File: config.mk
export PLATFORM = sky130hd
export DESIGN_NAME = ysyx_22041071_mem_arb
export DESIGN_NICKNAME = d
export VERILOG_FILES = /design/src/rtl/ysyx_22041071_mem_arb_pkg.sv /design/src/rtl/ysyx_22041071_arb_pick.sv /design/src/rtl/ysyx_22041071_mem_arb.sv
export SDC_FILE = /design/constraint.sdc
export NUM_CORES = 1
export LEC_CHECK = 0
export CAP_MARGIN = 20
export CORE_AREA = 5 5 255 257
export CTS_CLUSTER_SIZE = 12
export DETAILED_ROUTE_END_ITERATION = 16
export DIE_AREA = 0 0 260 262
export PLACE_DENSITY = 0.52
export SYNTH_ARGS = -nofsm -noshare
export SYNTH_HDL_FRONTEND = slang
export SYNTH_SLANG_ARGS = --single-unit
File: constraint.sdc
create_clock -name clk -period 3.3 [get_ports clk]
set_input_delay 0.825 -clock clk [delete_from_list [all_inputs] [get_ports clk]]
set_output_delay 0.825 -clock clk [all_outputs]
set_load 0.02 [all_outputs]
File: src/rtl/ysyx_22041071_mem_arb_pkg.sv
// Shared types and defaults for the RAMHelper port arbiter between IF and LSU.
package ysyx_22041071_mem_arb_pkg;

  typedef enum logic [1:0] {
    ST_IDLE  = 2'd0,
    ST_ISSUE = 2'd1,
    ST_RESP  = 2'd2
  } arb_state_e;

  typedef enum logic {
    OWN_IF = 1'b0,
    OWN_LS = 1'b1
  } owner_e;

  localparam logic [63:0] MEM_BASE_DFLT      = 64'h8000_0000;
  localparam logic [63:0] MEM_SIZE_DFLT      = 64'h0800_0000;
  localparam int          MAX_LS_STREAK_DFLT = 4;

  typedef struct packed {
    owner_e      owner;
    logic [63:0] addr;
    logic        wen;
    logic [63:0] wdata;
    logic [63:0] wmask;
  } arb_req_t;

  // The second term is written as a difference so base+size never has to be formed.
  function automatic logic addr_in_range(input logic [63:0] addr,
                                         input logic [63:0] base,
                                         input logic [63:0] size);
    return (addr >= base) && ((addr - base) < size);
  endfunction

  function automatic logic [63:0] word_index(input logic [63:0] addr,
                                             input logic [63:0] base);
    return (addr - base) >> 3;
  endfunction

endpackage

File: src/rtl/ysyx_22041071_arb_pick.sv
// Grant selection between IF and LSU, with the LSU-streak counter that
// forces an IF grant once the LSU has won MAX_LS_STREAK times in a row.
module ysyx_22041071_arb_pick
  import ysyx_22041071_mem_arb_pkg::*;
#(
  parameter int MAX_LS_STREAK = MAX_LS_STREAK_DFLT
) (
  input  logic clk,
  input  logic reset,
  input  logic if_valid,
  input  logic ls_valid,
  input  logic idle,
  input  logic accept,
  output logic grant_if,
  output logic grant_ls
);

  localparam int SW = (MAX_LS_STREAK > 0) ? $clog2(MAX_LS_STREAK + 1) : 1;
  localparam logic [SW-1:0] STREAK_MAX = SW'(MAX_LS_STREAK);

  logic [SW-1:0] streak_q, streak_d;
  logic          if_forced;

  assign if_forced = if_valid && (streak_q == STREAK_MAX);
  assign grant_ls  = idle && ls_valid && !if_forced;
  assign grant_if  = idle && if_valid && !grant_ls;

  always_comb begin
    streak_d = streak_q;
    if (accept) begin
      if (grant_ls && if_valid) begin
        streak_d = (streak_q == STREAK_MAX) ? streak_q : streak_q + SW'(1);
      end else begin
        streak_d = '0;
      end
    end
  end

  always_ff @(posedge clk) begin
    if (reset) begin
      streak_q <= '0;
    end else begin
      streak_q <= streak_d;
    end
  end

endmodule

File: src/rtl/ysyx_22041071_mem_arb.sv
// Shares the single RAMHelper port between IF (read-only) and LSU (read/write),
// one transaction at a time: accept, one memory cycle, registered response.
//
// state    | meaning
// ST_IDLE  | req_ready offered to the granted side; handshake latches the request
// ST_ISSUE | memory port driven for one cycle; response register captured
// ST_RESP  | owner's rsp_valid high until its rsp_ready
module ysyx_22041071_mem_arb
  import ysyx_22041071_mem_arb_pkg::*;
#(
  parameter logic [63:0] MEM_BASE      = MEM_BASE_DFLT,
  parameter logic [63:0] MEM_SIZE      = MEM_SIZE_DFLT,
  parameter int          MAX_LS_STREAK = MAX_LS_STREAK_DFLT
) (
  input  logic        clk,
  input  logic        reset,

  input  logic        if_req_valid,
  output logic        if_req_ready,
  input  logic [63:0] if_req_addr,
  output logic        if_rsp_valid,
  input  logic        if_rsp_ready,
  output logic [63:0] if_rsp_rdata,
  output logic        if_rsp_err,

  input  logic        ls_req_valid,
  output logic        ls_req_ready,
  input  logic [63:0] ls_req_addr,
  input  logic        ls_req_wen,
  input  logic [63:0] ls_req_wdata,
  input  logic [63:0] ls_req_wmask,
  output logic        ls_rsp_valid,
  input  logic        ls_rsp_ready,
  output logic [63:0] ls_rsp_rdata,
  output logic        ls_rsp_err,

  output logic        mem_en,
  output logic [63:0] mem_idx,
  output logic        mem_wen,
  output logic [63:0] mem_wdata,
  output logic [63:0] mem_wmask,
  input  logic [63:0] mem_rdata
);

  arb_state_e  state_q, state_d;
  arb_req_t    req_q, req_d;
  logic [63:0] rdata_q, rdata_d;
  logic        err_q, err_d;

  logic        idle, accept, in_range, rsp_hs;
  logic        grant_if, grant_ls;

  assign idle     = (state_q == ST_IDLE);
  assign accept   = idle && (if_req_valid || ls_req_valid);
  assign in_range = addr_in_range(req_q.addr, MEM_BASE, MEM_SIZE);
  assign rsp_hs   = (state_q == ST_RESP) &&
                    ((req_q.owner == OWN_LS) ? ls_rsp_ready : if_rsp_ready);

  ysyx_22041071_arb_pick #(
    .MAX_LS_STREAK (MAX_LS_STREAK)
  ) u_pick (
    .clk      (clk),
    .reset    (reset),
    .if_valid (if_req_valid),
    .ls_valid (ls_req_valid),
    .idle     (idle),
    .accept   (accept),
    .grant_if (grant_if),
    .grant_ls (grant_ls)
  );

  always_ff @(posedge clk) begin
    if (reset) begin
      state_q <= ST_IDLE;
    end else begin
      state_q <= state_d;
    end
  end

  always_comb begin
    state_d = state_q;
    case (state_q)
      ST_IDLE:  if (accept) state_d = ST_ISSUE;
      ST_ISSUE: state_d = ST_RESP;
      ST_RESP:  if (rsp_hs) state_d = ST_IDLE;
      default:  state_d = ST_IDLE;
    endcase
  end

  always_comb begin
    if_req_ready = 1'b0;
    ls_req_ready = 1'b0;
    if_rsp_valid = 1'b0;
    ls_rsp_valid = 1'b0;
    mem_en       = 1'b0;
    mem_wen      = 1'b0;
    mem_idx      = '0;
    mem_wdata    = '0;
    mem_wmask    = '0;
    case (state_q)
      ST_IDLE: begin
        if_req_ready = grant_if;
        ls_req_ready = grant_ls;
      end
      ST_ISSUE: begin
        mem_en    = in_range;
        mem_wen   = in_range && req_q.wen;
        mem_idx   = word_index(req_q.addr, MEM_BASE);
        mem_wdata = req_q.wdata;
        mem_wmask = req_q.wmask;
      end
      ST_RESP: begin
        if_rsp_valid = (req_q.owner == OWN_IF);
        ls_rsp_valid = (req_q.owner == OWN_LS);
      end
      default: ;
    endcase
  end

  // Response register is written only in ISSUE, so it holds through backpressure.
  always_comb begin
    req_d   = req_q;
    rdata_d = rdata_q;
    err_d   = err_q;
    if (accept) begin
      req_d.owner = grant_ls ? OWN_LS : OWN_IF;
      req_d.addr  = grant_ls ? ls_req_addr : if_req_addr;
      req_d.wen   = grant_ls && ls_req_wen;
      req_d.wdata = grant_ls ? ls_req_wdata : '0;
      req_d.wmask = grant_ls ? ls_req_wmask : '0;
    end
    if (state_q == ST_ISSUE) begin
      rdata_d = (in_range && !req_q.wen) ? mem_rdata : '0;
      err_d   = !in_range;
    end
  end

  always_ff @(posedge clk) begin
    if (reset) begin
      req_q   <= '0;
      rdata_q <= '0;
      err_q   <= 1'b0;
    end else begin
      req_q   <= req_d;
      rdata_q <= rdata_d;
      err_q   <= err_d;
    end
  end

  assign if_rsp_rdata = rdata_q;
  assign ls_rsp_rdata = rdata_q;
  assign if_rsp_err   = err_q;
  assign ls_rsp_err   = err_q;

endmodule

==> results.toml <==
[power]
power.total_uw = 10100
total_leakage_power_uw = 0.00835
irDropWorstVdd_mv = 0.278
p_per_area_mw_per_mm2 = 470

[min_path]
worstHoldStart = "if_rsp_rdata[44]"
holdCritPathClass = "reg -> reg"

[synthesis]
yosysWarnings = 0
synth.area.top_cells = "dfxtp_1, and2_1, nand2_1"
synth_edf_count = 0
ys_ff_latch = 261
ys_types = 57
synth-main-ff-cell = "dfxtp_1"
seq_area_frac_synth_pct = 42.6
synth_top_area_cell = "dfxtp_1"
avgSynthCellArea_um2 = 8.05
synth_cells = 1525
postSynth.asyncResetShare_pct = 0
netlist_area_mm2 = 0.0123
yosysTopAreaCellShare_pct = 42.6

[timing]
setup_viol = 15
rsz0062_at_grt = "yes"
tightest_slew_ps = 803
slew_headroom_pct = 46.5
setup_ws_ps = -275
fmax_mhz = 280
drv_slew = 0
fin_crit_ps = 3570
tns_ps = -2000
hold_violations = 0
fin_crit_sh_pct = 108
fin_skew_ps = 17.3
hold_ws_ps = 464

[placement]
hpwl_mm = 41.9
gp_congestion = 0.823
placed_area_mm2 = 0.0197
portBuffers = 645
dp_slack_ps = -469

[critical_path]
timing.rr.start = "req_q[188]"
cp-startpoint = "req_q[163]"
worst_ep_required_time_ps = 2470
start_kind = "flip-flop"
crit_fanout = 6
path_class = "reg -> out"
crit_path_end_kind = "output pin"
arrival_ps = 2750

[route]
via_per_inst = 4.41
drt_pass1_iterations = 5
wl_mm = 56.9
drc = 0
wl_per_cell_um = 18.9
drt_iter0_markers = 728
num_vias = 13266
antenna_left = 0

[status]
status = "finished, violations left"
violations = "setup timing"

[global_route]
grt_pass1_vias = 13589
antenna_found_initial = 11
grt_pass1_wl_mm = 83.0
grt_max_degree = 141
grt_usage_pct = 15.6
overflow = 0

[cts]
h-tree-depth = 2
ctsHoldBuffers = 0
clk_latency_ps = 530
tritoncts = "built"
cts.clk_slew.worst_paths_ps = 60
clk_path_buf_depth = 3
numCtsBuffers = 35
clock_sinks = 261
root_buffer = "clkbuf_16"

[cells_and_area]
layout_commonest_cell = "clkdlybuf4s50_1"
final-seq-area_mm2 = 0.00523
nFillCells = 6471
drive_above_1_share_pct = 13.4
layout_common_cells = "clkdlybuf4s50_1, nand2_1, dfxtp_1"
nNetsFinal = 2462
stdcell_area_mm2 = 0.0214
multiInputGateArea_mm2 = 0.00634
syn_to_final_growth_pct = 74.5

[floorplan]
die_w_um = 260
dieArea_mm2 = 0.0681
die_h_um = 262
rows = 92
io_pins = 655
core_mm2 = 0.0625
start_util_pct = 19.6

[flow_run]
maxCapViolCount = 0
cell usage after synthesis, drive strengths merged, types with 3 or more instances:
cell and count:
a21oi 7, a22oi 129, a311oi 61, a31oi 3, and2 156, buf 91
clkbuf 114, dfxtp 261, ha 3, inv 5, nand2 260, nand2b 3
nand3 7, nand4 10, nand4b 3, nor2 246, nor2b 4, nor3 11
nor4 11, nor4b 3, o21ai 4, o31ai 65, or3 4, or4 8
xnor2 18, xor2 11
routing by layer:
metal / wire (µm) / vias up / global-route usage, % / share of wire (%)
li1: - / 6371 / - / -
met1: 22200 / 6259 / 17.8 / 39
met2: 27600 / 547 / 26.9 / 48
met3: 5780 / 77 / 6.48 / 10
met4: 1270 / 12 / 4.18 / 2.2
met5: 72 / - / 0 / 0.13
sequential cells by signal (all words and copies together) (netlist names):
name,cells
req_q,191
if_rsp_rdata,64
u_pick.streak_q,3
if_rsp_err,1
state_q,2
cell families after synthesis:
group,count (synthesis),share of synthesized area (%)
adders and majority gates,3,0.306
xor gates and xnor gates,29,2.07
muxes,1,0.0816
AOI/OAI and AO/OA,277,17.7
DFF,261,42.6
buffers and inverters,210,8.95
other,1,0.0306
and+or+nand+nor,743,28.2
through the flow:
stage,util [%],instances
2_1_floorplan,-,1527
5_1_grt,34.3,3003
3_3_place_gp,31.5,2923
4_1_cts,34.0,2996
6_report,34.3,3005
3_5_place_dp,31.5,2923
layout make-up:
| cell class | instances | area share, % |
|---|---|---|
| multi-input combinational | 1056 | 29.6 |
| sequential | 261 | 24.4 |
| antenna | 4 | 0.0467 |
| timing repair buffer | 773 | 35.2 |
| clock buffer | 50 | 4.88 |
| inverter | 5 | 0.111 |
| tap | 846 | 4.94 |
| clock inverter | 10 | 0.736 |
worst max-delay path, stage by stage, from the launching register on:
cell and delay, ps:
dfxtp_1 360, buf_4 190, nor3_4 220, buf_6 160
nand3_4 80, or4_4 510, buf_6 160, nor4_4 130
xnor2_1 160, nor2_1 60, buf_4 180
report_power, final:
group / leakage [µW] / switching [µW] / internal, µW
Clock: 0.000594 / 1480 / 2510
Sequential: 0.00214 / 122 / 3360
Combinational: 0.00561 / 1370 / 1220
Total: 0.00835 / 2970 / 7090
path summary, 6_finish.rpt:
check | end | slack (ps) | cells after the start
worst min-delay path | if_rsp_rdata[44] | 460 | 2
worst min register to register | if_rsp_rdata[44] | 460 | 2
worst max-delay path | mem_idx[51] | -270 | 10
worst max register to register | if_rsp_rdata[27] | 350 | 7
what timing repair did:
action,in CTS,in global routing
endpoints found under the hold margin,0,0
gates resized for setup,205,49
pin swaps,27,20
setup buffers,10,5
setup endpoints to repair,169,29
cloned,3,0
Power figures use the tool's default switching activity.
